<file path="config.mk">
export PLATFORM = sky130hd
export DESIGN_NAME = uart_tx_sched_flat
export DESIGN_NICKNAME = d
export VERILOG_FILES = /design/src/rtl/uart_tx_sched_if.sv /design/src/rtl/uart_tx_sched.sv /design/src/flat_wrapper.sv
export SDC_FILE = /design/constraint.sdc
export NUM_CORES = 1
export LEC_CHECK = 0
export BUFFER_PORTS_ARGS = -buffer_cell sky130_fd_sc_hd__buf_2
export CORE_AREA = 4 4 82 84
export DETAILED_ROUTE_END_ITERATION = 7
export DIE_AREA = 0 0 86 88
export PLACE_DENSITY = 0.95
export SETUP_SLACK_MARGIN = 0.3
export SKIP_CTS_REPAIR_TIMING = 1
export SLEW_MARGIN = 20
export SYNTH_ARGS = -nofsm -noshare
export SYNTH_HDL_FRONTEND = slang
export SYNTH_SLANG_ARGS = --single-unit
</file>
<file path="constraint.sdc">
create_clock -name clk_i -period 4.3 [get_ports clk_i]
set_clock_uncertainty 0.2 [all_clocks]
set_input_delay 0.43 -clock clk_i [delete_from_list [all_inputs] [get_ports clk_i]]
set_output_delay 0.43 -clock clk_i [all_outputs]
set_load 0.05 [all_outputs]
</file>
<file path="src/rtl/uart_tx_sched_if.sv">
// Wishbone bundle between the UART transmit scheduler and
// the interconnect port that reaches the UART slave.
interface uart_tx_sched_if #(
   parameter int ADR_WIDTH = 32,
   parameter int DAT_WIDTH = 64
);
   logic                 cyc;
   logic                 stb;
   logic                 we;
   logic [ADR_WIDTH-1:0] adr;
   logic [DAT_WIDTH-1:0] dat_o;
   logic [DAT_WIDTH-1:0] dat_i;
   logic                 ack;
   logic                 err;

   modport master (
      output cyc, stb, we, adr, dat_o,
      input  dat_i, ack, err
   );

   modport slave (
      input  cyc, stb, we, adr, dat_o,
      output dat_i, ack, err
   );
endinterface

</file>
<file path="src/rtl/uart_tx_sched.sv">
// Shares one UART transmitter between two byte requesters:
// round-robin pick, poll STAT until idle, then write DATA.
module uart_tx_sched #(
   parameter int          ADR_WIDTH  = 32,
   parameter int          DAT_WIDTH  = 64,
   parameter logic [31:0] UART_BASE  = 32'h0,
   parameter int          POLL_LIMIT = 1024
) (
   input  logic       clk_i,
   input  logic       rst_ni,
   input  logic       req0_valid_i,
   input  logic [7:0] req0_data_i,
   output logic       req0_ready_o,
   input  logic       req1_valid_i,
   input  logic [7:0] req1_data_i,
   output logic       req1_ready_o,
   uart_tx_sched_if.master m,
   output logic       busy_o,
   output logic       err_o,
   output logic       timeout_o,
   input  logic       clr_i
);

   localparam int CW = $clog2(POLL_LIMIT + 1);
   localparam logic [CW-1:0] L_LIMIT = CW'(POLL_LIMIT);
   localparam logic [ADR_WIDTH-1:0] L_STAT_ADR =
      ADR_WIDTH'(UART_BASE + 32'h00);
   localparam logic [ADR_WIDTH-1:0] L_DATA_ADR =
      ADR_WIDTH'(UART_BASE + 32'h10);

   typedef enum logic [1:0] {
      S_IDLE,
      S_POLL,
      S_WRITE,
      S_GAP
   } state_t;

   state_t r_state;
   state_t w_state_nx;
   state_t r_after;
   state_t w_after_nx;

   logic                 r_rr_last;
   logic [7:0]           r_byte;
   logic [CW-1:0]        r_cnt;
   logic [CW-1:0]        w_cnt_nx;
   logic [CW-1:0]        w_cnt_inc;

   logic                 r_cyc;
   logic                 r_stb;
   logic                 r_we;
   logic [ADR_WIDTH-1:0] r_adr;
   logic [DAT_WIDTH-1:0] r_dat;
   logic                 w_cyc_nx;
   logic                 w_stb_nx;
   logic                 w_we_nx;
   logic [ADR_WIDTH-1:0] w_adr_nx;
   logic [DAT_WIDTH-1:0] w_dat_nx;

   logic                 w_issue_rd;
   logic                 w_issue_wr;
   logic                 w_drop;

   logic                 r_err;
   logic                 r_tmo;
   logic                 w_set_err;
   logic                 w_set_tmo;

   logic                 w_gnt0;
   logic                 w_gnt1;
   logic                 w_accept;
   logic                 w_unused;

   assign w_unused = ^m.dat_i[DAT_WIDTH-1:1];

   // Ready is gated by reset so it drops the instant reset asserts.
   always_comb begin
      w_gnt0 = 1'b0;
      w_gnt1 = 1'b0;
      if (rst_ni && (r_state == S_IDLE)) begin
         if (req0_valid_i && req1_valid_i) begin
            w_gnt0 = r_rr_last;
            w_gnt1 = !r_rr_last;
         end else begin
            w_gnt0 = req0_valid_i;
            w_gnt1 = req1_valid_i;
         end
      end
   end

   assign w_accept     = w_gnt0 | w_gnt1;
   assign req0_ready_o = w_gnt0;
   assign req1_ready_o = w_gnt1;

   assign w_cnt_inc = (r_cnt == L_LIMIT) ? r_cnt : r_cnt + CW'(1);

   always_comb begin
      w_state_nx = r_state;
      w_after_nx = r_after;
      w_cnt_nx   = r_cnt;
      w_issue_rd = 1'b0;
      w_issue_wr = 1'b0;
      w_drop     = 1'b0;
      w_set_err  = 1'b0;
      w_set_tmo  = 1'b0;
      unique case (r_state)
         S_IDLE: begin
            if (w_accept) begin
               w_state_nx = S_POLL;
               w_cnt_nx   = '0;
            end
         end
         S_POLL: begin
            if (!r_stb) begin
               w_issue_rd = 1'b1;
            end else if (m.err) begin
               w_drop     = 1'b1;
               w_set_err  = 1'b1;
               w_after_nx = S_IDLE;
               w_state_nx = S_GAP;
            end else if (m.ack) begin
               w_drop     = 1'b1;
               w_state_nx = S_GAP;
               if (!m.dat_i[0]) begin
                  w_after_nx = S_WRITE;
               end else begin
                  w_cnt_nx = w_cnt_inc;
                  if (w_cnt_inc == L_LIMIT) begin
                     w_set_tmo  = 1'b1;
                     w_after_nx = S_IDLE;
                  end else begin
                     w_after_nx = S_POLL;
                  end
               end
            end
         end
         S_WRITE: begin
            if (!r_stb) begin
               w_issue_wr = 1'b1;
            end else if (m.err) begin
               w_drop     = 1'b1;
               w_set_err  = 1'b1;
               w_after_nx = S_IDLE;
               w_state_nx = S_GAP;
            end else if (m.ack) begin
               w_drop     = 1'b1;
               w_after_nx = S_IDLE;
               w_state_nx = S_GAP;
            end
         end
         S_GAP: begin
            w_state_nx = r_after;
         end
         default: begin
            w_state_nx = S_IDLE;
         end
      endcase
   end

   always_comb begin
      w_cyc_nx = r_cyc;
      w_stb_nx = r_stb;
      w_we_nx  = r_we;
      w_adr_nx = r_adr;
      w_dat_nx = r_dat;
      unique case (1'b1)
         w_issue_rd: begin
            w_cyc_nx = 1'b1;
            w_stb_nx = 1'b1;
            w_we_nx  = 1'b0;
            w_adr_nx = L_STAT_ADR;
            w_dat_nx = '0;
         end
         w_issue_wr: begin
            w_cyc_nx = 1'b1;
            w_stb_nx = 1'b1;
            w_we_nx  = 1'b1;
            w_adr_nx = L_DATA_ADR;
            w_dat_nx = DAT_WIDTH'(r_byte);
         end
         w_drop: begin
            w_cyc_nx = 1'b0;
            w_stb_nx = 1'b0;
            w_we_nx  = 1'b0;
            w_adr_nx = '0;
            w_dat_nx = '0;
         end
         default: begin
         end
      endcase
   end

   always_ff @(posedge clk_i or negedge rst_ni) begin
      if (!rst_ni) begin
         r_state   <= S_IDLE;
         r_after   <= S_IDLE;
         r_rr_last <= 1'b1;
         r_byte    <= '0;
         r_cnt     <= '0;
         r_cyc     <= 1'b0;
         r_stb     <= 1'b0;
         r_we      <= 1'b0;
         r_adr     <= '0;
         r_dat     <= '0;
         r_err     <= 1'b0;
         r_tmo     <= 1'b0;
      end else begin
         r_state <= w_state_nx;
         r_after <= w_after_nx;
         r_cnt   <= w_cnt_nx;
         r_cyc   <= w_cyc_nx;
         r_stb   <= w_stb_nx;
         r_we    <= w_we_nx;
         r_adr   <= w_adr_nx;
         r_dat   <= w_dat_nx;
         if (w_accept) begin
            r_byte    <= w_gnt1 ? req1_data_i : req0_data_i;
            r_rr_last <= w_gnt1;
         end
         // A set event in the same cycle as clr_i wins.
         r_err <= w_set_err | (r_err & ~clr_i);
         r_tmo <= w_set_tmo | (r_tmo & ~clr_i);
      end
   end

   assign m.cyc     = r_cyc;
   assign m.stb     = r_stb;
   assign m.we      = r_we;
   assign m.adr     = r_adr;
   assign m.dat_o   = r_dat;
   assign busy_o    = (r_state != S_IDLE);
   assign err_o     = r_err;
   assign timeout_o = r_tmo;

endmodule
</file>
<file path="src/flat_wrapper.sv">
// flat-port wrapper written by rule: the top's interface ports become plain ports
module uart_tx_sched_flat 
#(
   parameter int          ADR_WIDTH  = 32,
   parameter int          DAT_WIDTH  = 64,
   parameter logic [31:0] UART_BASE  = 32'h0,
   parameter int          POLL_LIMIT = 1024
)
  (clk_i, rst_ni, req0_valid_i, req0_data_i, req0_ready_o, req1_valid_i, req1_data_i, req1_ready_o, busy_o, err_o, timeout_o, clr_i, m_cyc, m_stb, m_we, m_adr, m_dat_o, m_dat_i, m_ack, m_err);
  uart_tx_sched_if #(.ADR_WIDTH(ADR_WIDTH), .DAT_WIDTH(DAT_WIDTH)) m_i ();
  input  logic clk_i;
  input  logic rst_ni;
  input  logic req0_valid_i;
  input  logic [7:0] req0_data_i;
  output logic req0_ready_o;
  input  logic req1_valid_i;
  input  logic [7:0] req1_data_i;
  output logic req1_ready_o;
  output logic busy_o;
  output logic err_o;
  output logic timeout_o;
  input  logic clr_i;
  output wire logic [$bits(m_i.cyc)-1:0] m_cyc;
  output wire logic [$bits(m_i.stb)-1:0] m_stb;
  output wire logic [$bits(m_i.we)-1:0] m_we;
  output wire logic [$bits(m_i.adr)-1:0] m_adr;
  output wire logic [$bits(m_i.dat_o)-1:0] m_dat_o;
  input wire logic [$bits(m_i.dat_i)-1:0] m_dat_i;
  input wire logic [$bits(m_i.ack)-1:0] m_ack;
  input wire logic [$bits(m_i.err)-1:0] m_err;
  assign m_cyc = m_i.cyc;
  assign m_stb = m_i.stb;
  assign m_we = m_i.we;
  assign m_adr = m_i.adr;
  assign m_dat_o = m_i.dat_o;
  assign m_i.dat_i = m_dat_i;
  assign m_i.ack = m_ack;
  assign m_i.err = m_err;
  uart_tx_sched #(.ADR_WIDTH(ADR_WIDTH), .DAT_WIDTH(DAT_WIDTH), .UART_BASE(UART_BASE), .POLL_LIMIT(POLL_LIMIT)) u_core (.clk_i(clk_i), .rst_ni(rst_ni), .req0_valid_i(req0_valid_i), .req0_data_i(req0_data_i), .req0_ready_o(req0_ready_o), .req1_valid_i(req1_valid_i), .req1_data_i(req1_data_i), .req1_ready_o(req1_ready_o), .m(m_i), .busy_o(busy_o), .err_o(err_o), .timeout_o(timeout_o), .clr_i(clr_i));
endmodule
</file>
# After elaboration in Yosys (flattened, before gate mapping)
# Index checks and enable logic that the tools add are counted.
word_totals:
  out_inout_bits: 104
  memories: 0
  ff_bits: 124
  rom_bits: 0
  latch_bits: 0
  mem_bits_rw: 0
  input_bits: 87
  wordCells: 94
op_classes:
  reduce_logical: 15
  multipliers: 0
  shift: 0
  eq_ne: 15
  add_sub_neg: 1
  magnitude_cmp: 0
  n_div: 0
  n_bitwise: 6
  muxes: 46
ops:
  columns: ["op", "n"]
  rows:
  - ["64-bit one-hot mux with 2 select lines", 1]
  - ["11-bit 2-to-1 mux", 6]
  - ["32-bit one-hot mux with 2 select lines", 1]
  - ["11-bit == test (second input constant)", 2]
  - ["2-bit 2-to-1 mux", 11]
  - ["11-bit one-hot mux with 2 select lines", 1]
  - ["1-bit 2-to-1 mux", 21]
  - ["11-bit by 1-bit adder with 11-bit output (second input constant)", 1]
  - ["2-bit nonzero test", 5]
  - ["8-bit 2-to-1 mux", 1]
  - ["2-bit by 1-bit inequality test with 1-bit output (second input constant)", 4]
  - ["2-bit inequality test (second input constant)", 3]
  - ["3-bit inequality test (second input constant)", 2]
  - ["2-bit one-hot mux with 3 select lines", 1]
  - ["6-bit AND reduction", 1]
  - ["2-bit OR reduction", 3]
  - ["5-bit AND reduction", 1]
  - ["2-bit == test (second input constant)", 2]
  - ["1-bit one-hot mux with 2 select lines", 2]
  - ["2-bit one-hot mux with 2 select lines", 1]
  - ["3-bit by 1-bit inequality test with 1-bit output (second input constant)", 1]
  - ["1-bit bitwise OR", 3]
  - ["3-bit AND reduction", 1]
  - ["1-bit bitwise AND", 2]
  - ["5 further kinds", 6]

# Longest topological paths before layout
depth:
  ltp_word: 10
  mapped_depth: 8
  depth_no_buf: 7

# Worst setup path after synthesis
# No wires, ideal clock.
synth_timing:
  path_kind: "register -> register"
  startpoint: "reg u_core.r_state[1]"
  endpoint: "reg u_core.r_byte[0]"
  stages_incl_launch_ff: 9
  setup_ns: 0.127
  path_slack_ns: 1.386
  t_required_ns: 3.973
  arrival_time_ns: 2.586
  path_buffers: 1
  synth_period_minus_slack_ns: 2.914
  path_cell_list: "dfrtp_1 > inv_1 > ha_1 > clkbuf_1 > nand3_1 > a21oi_1 > nor2_1 > nand2_1 > nand2_1"
synth_via:
  elab_chain_cells: 4
  word_cells_on_any_way: 6
  cone_classes: "3 x mux; 1 x bitwise; 2 x reduce/logical"
synth_rtl:
  columns: ["element", "line_no", "source"]
  rows:
  - ["from (decl)", "uart_tx_sched.sv:38", "state_t r_state;"]
  - ["from (signal assigned)", "uart_tx_sched.sv:208", "r_state <= w_state_nx;"]
  - ["2-bit logical NOT *", "uart_tx_sched.sv:80", "if (rst_ni && (r_state == S_IDLE)) begin"]
  - ["1-bit logical AND *", "uart_tx_sched.sv:80", null]
  - ["1-bit 2-to-1 mux *", "uart_tx_sched.sv:80", null]
  - ["net req1_ready_o", "flat_wrapper.sv:18", "output logic req1_ready_o;"]
  - ["8-bit 2-to-1 mux / 1-bit bitwise OR (equally long branches)", "uart_tx_sched.sv:217, uart_tx_sched.sv:91", null]
  - ["to (signal assigned)", "uart_tx_sched.sv:217", "r_byte <= w_gnt1 ? req1_data_i : req0_data_i;"]
  - ["to (decl)", "uart_tx_sched.sv:44", "logic [7:0] r_byte;"]
# Mark *: on every way through the listed nets, which the timed path passes. The rest lies on a longest branch.
# A chain may end at the register's enable or synchronous reset.

# Final worst setup path
layout_timing:
  startpoint: "reg u_core.r_state[1]"
  endpoint: "reg u_core.r_cnt[0]"
layout_via:
  elab_chain_cells: 6
  word_cells_on_any_way: 14
  cone_classes: "6 x eq/ne; 3 x mux; 1 x bitwise; 4 x reduce/logical"
layout_rtl:
  columns: ["element", "line_no", "source"]
  rows:
  - ["2-bit logical NOT", "uart_tx_sched.sv:80, uart_tx_sched.sv:106", null]
  - ["1-bit logical AND", "uart_tx_sched.sv:80", null]
  - ["1-bit 2-to-1 mux", "uart_tx_sched.sv:80", null]
  - ["1-bit bitwise OR", "uart_tx_sched.sv:91", "assign w_accept = w_gnt0 | w_gnt1;"]
  - ["2-bit by 1-bit inequality test with 1-bit output (no line)", null, null]
  - ["6-bit AND reduction (no line)", null, null]
  - ["to (signal assigned)", "uart_tx_sched.sv:210", "r_cnt <= w_cnt_nx;"]
  - ["to (decl)", "uart_tx_sched.sv:45", "logic [CW-1:0] r_cnt;"]
# Several ways; a longest one is shown, not always the timed one.

==> flow_results.org <==
** Run status
- Result of the run :: completed

** Cells and area
- At the end of the flow, the number of nets in the layout was around 430.
- Area Growth Syn to Fin :: 1.09%
- The number of antenna diodes in the final layout is 0.
- In the final layout, the share of cells above drive strength 1 is 19.5%.

** Critical path
- Data on the critical path arrives at its endpoint at around 3000 ps.
- The worst register-to-register path ends at u_core.r_cnt[0]$_DFFE_PN0P_.
- Critical Path Fanout Max :: 21
- Worst setup slack for register-to-register paths :: roughly 1300 ps
- CP Launch Point :: u_core.r_state[1]$_DFFE_PN0P_
- The worst setup path is of the reg -> reg kind.
- The worst register-to-register path begins at u_core.r_state[1]$_DFFE_PN0P_.
- The number of cells on the worst reg-to-reg path is 7.
- The worst setup path is captured at a flip-flop.
- For the worst setup path, the data required time is 4330 ps.
- STA classifies the critical path startpoint as a flip-flop.

** STA
- The worst path in the final design needs a cycle of slightly below 3000 ps, including I/O delays and setup.
- Sum of negative setup slack :: 0 ps
- Setup violations remaining at the end of the flow were counted as 0.
- Final hold violation count :: 0
- Worst slew margin relative to its limit :: a little under half
- The max-slew violation total from the final report was 0.
- At the pin with the least slew margin, the transition time is between 800 and 900 ps.
- Setup repair after global routing missed its margin :: no
- Period utilization :: just under 70%
- Across all hold checks on the routed design, the worst slack comes to ~3.7 ps.
- Static timing analysis puts the maximum clock frequency at 337 MHz.

** Clocking
- The number of clock buffers added by TritonCTS is 5.
- Worst-Skew Late Latency :: around 300 ps
- Clock root buffer :: clkbuf_8
- The clock drives 36 sinks.
- TritonCTS clock tree :: yes
- Clock-pin slew of the registers on the worst-case setup and hold paths :: 80 ps
- The clock passes through at most 2 buffers.
- In this run the number of H-tree levels came out at 2.

** Floorplanning
- The die is roughly 88 um tall.
- Pin placement for this block handled about 190 I/O pins.
- The floorplan step defined a die boundary enclosing around 0.0076 mm2.
- For this configuration, the core starts out at a cell density of approximately 44%.
- Std-Cell Core Area :: 0.00592 mm2
- The floorplan step set the die width to about 86 um.
- Number of standard-cell rows in the floorplan :: 28

** Job
- Maximum Capacitance Violations :: 0

** Drt
- Across all layers, the routed design uses ~1900 vias.
- DRC violation count after routing :: 0
- DRC violation total after the first TritonRoute iteration :: 95
- Using the TritonRoute via totals, the vias-per-cell ratio works out to 4.75.
- Dividing the detail-routed wire length by the instance count gives roughly 13 um.
- The detail route stage leaves a number of antenna-violating nets equal to 0.
- The first detailed-routing pass ran for 4 iterations.
- Final Routed Wirelength :: approximately 5300 um

** Global route
- Number of antenna violations at the first check in global routing :: 0
- Wire length of the first global-routing pass :: between 8000 and 9000 um
- Entering global routing, the biggest net connects 40 pins.
- Vias in the first global route :: roughly 1800
- The total overflow left after global routing is 0.
- Global routing consumed, over all layers together, between 10% and 20% of the routing resources.

** Yosys
- Summing the sequential cell areas from Yosys gives between 30 and 40% of the chip area.
- The cell area that synthesis handed to floorplanning was around 0.0026 mm2.
- The netlist uses between 40 and 50 different library cells.
- The Yosys step of the flow raised 0 warnings.
- In this run, synthesis inferred 0 flip-flops with an integrated enable.
- After synthesis, the mean cell area works out to 8.95 um2.
- Yosys reg bits :: 36
- Most used DFF post-synth :: dfrtp_1
- Counting every instance in the synthesized netlist gives between 200 and 300.
- Asr flop ratio synth :: 100%

** Placed design
- During placement, the flow inserted port buffers numbering 40.
- Once detailed placement completed, the half-perimeter wirelength came to about 4000 um.
- At the end of routability-driven placement, the weighted congestion stood at approximately 0.82.

** Worst hold path
- Worst hold path type :: in -> async

** Power and ir drop
- Ratio of total power to cell area :: roughly 630 mW/mm2
- Worst IR Drop VDD :: roughly 0.00040 V
- For this design the static power due to leakage is ~0.0014 uW.
[cells by family (layout without fill, tap and decap cells)]
group | count (synthesis) | count (layout) | share of synthesized area [%]
adders and majority gates | 6 | 6 | 2.85
AOI/OAI and AO/OA | 63 | 63 | 16.8
other | 1 | 87 | 0.143
muxes | 2 | 2 | 0.856
buffers and inverters | 107 | 61 | 28.4
DFF | 36 | 36 | 34.3
xor gates and xnor gates | 2 | 2 | 0.666
and+or+nand+nor | 77 | 77 | 16.0
[metal layers]
metal / GRT usage (%) / vias to the layer above / part of all wire (%)
met5: 0 / - / 0
met4: 6.33 / 0 / 2.0
met2: 22.8 / 107 / 49
li1: - / 917 / -
met3: 4.05 / 11 / 9.6
met1: 16.6 / 909 / 39
[stage by stage]
stage	area, um2	power [uW]	utilization [%]	worst slack (ps)	cells
finish	2660	1680	44.9	1330	409
global route	2660	1790	44.9	1180	409
floorplan	2950	1320	-	1390	380
detailed placement	2560	1420	43.3	1450	401
CTS	2650	1680	44.8	1390	409
global placement	2560	1380	43.3	1530	401
[power by group]
part	switching, uW	internal (uW)	leakage [uW]
registers	128	453	0.000469
clock network	135	115	0.0000404
logic	634	213	0.000867
[layout make-up]
type                            count  area [um2]
Clock buffer                        5        68.8
Clock inverter                      3        23.8
Fill cell                         578        3260
Inverter                           10        37.5
Multi-Input combinational cell    237        1310
Sequential cell                    36         902
Tap cell                           75        93.8
Timing Repair Buffer               43         223
[placed cells by master, fill, tap and decap left out, types with 2 or more instances in the layout]
cell,n
conb_1,87
buf_2,40
dfrtp_1,35
nand2_1,32
o21ai_0,17
a22o_1,16
inv_1,10
a22oi_1,10
nand3_1,9
a21oi_1,8
nor2_1,7
ha_1,6
clkbuf_8,5
o31ai_1,4
nand2b_1,3
nand4_1,3
or2_2,3
buf_4,3
xor2_1,2
nor2b_1,2
mux2_2,2
or3_2,2
or3_1,2
clkinvlp_4,2
[flip-flops by register name, summed over array words and instances, names as in the netlist]
name and flops:
u_core.r_cnt 11, u_core.m.dat_o 8, u_core.r_byte 8, u_core.r_after 2, u_core.r_state 2, u_core.err_o 1
u_core.m.adr 1, u_core.m.cyc 1, u_core.r_rr_last 1, u_core.timeout_o 1
[how the worst max path moves through the flow]
| stage | end | slack [ps] |
|---|---|---|
| after floorplan | u_core.r_byte[0]$_DFFE_PN0P_ | 1390 |
| after global placement | u_core.r_cnt[0]$_DFFE_PN0P_ | 1530 |
| after detailed placement | u_core.r_cnt[0]$_DFFE_PN0P_ | 1450 |
| after CTS | u_core.r_cnt[0]$_DFFE_PN0P_ | 1390 |
| after global routing | u_core.r_cnt[0]$_DFFE_PN0P_ | 1180 |
| final | u_core.r_cnt[0]$_DFFE_PN0P_ | 1330 |
[synth_stat cells, drive strengths merged, types with 4 or more instances]
cell / n / area share, %
a21oi: 8 / 1.5
a22o: 16 / 5.3
a22oi: 10 / 2.9
buf: 93 / 26
clkbuf: 4 / 0.57
dfrtp: 35 / 33
ha: 6 / 2.9
inv: 10 / 1.4
nand2: 32 / 4.6
nand3: 10 / 2.4
nand4: 4 / 1.5
nor2: 7 / 1.0
o21ai: 17 / 3.2
o31ai: 4 / 1.1
or3: 5 / 1.5
[critical path: stages, from the launching register on]
cell and delay, ps:
dfrtp_1 420, inv_1 120, ha_1 510, and4b_1 340
nand2_1 120, a22o_1 460, or4_2 620, o21ai_0 90
Power figures use the tool's default switching activity.
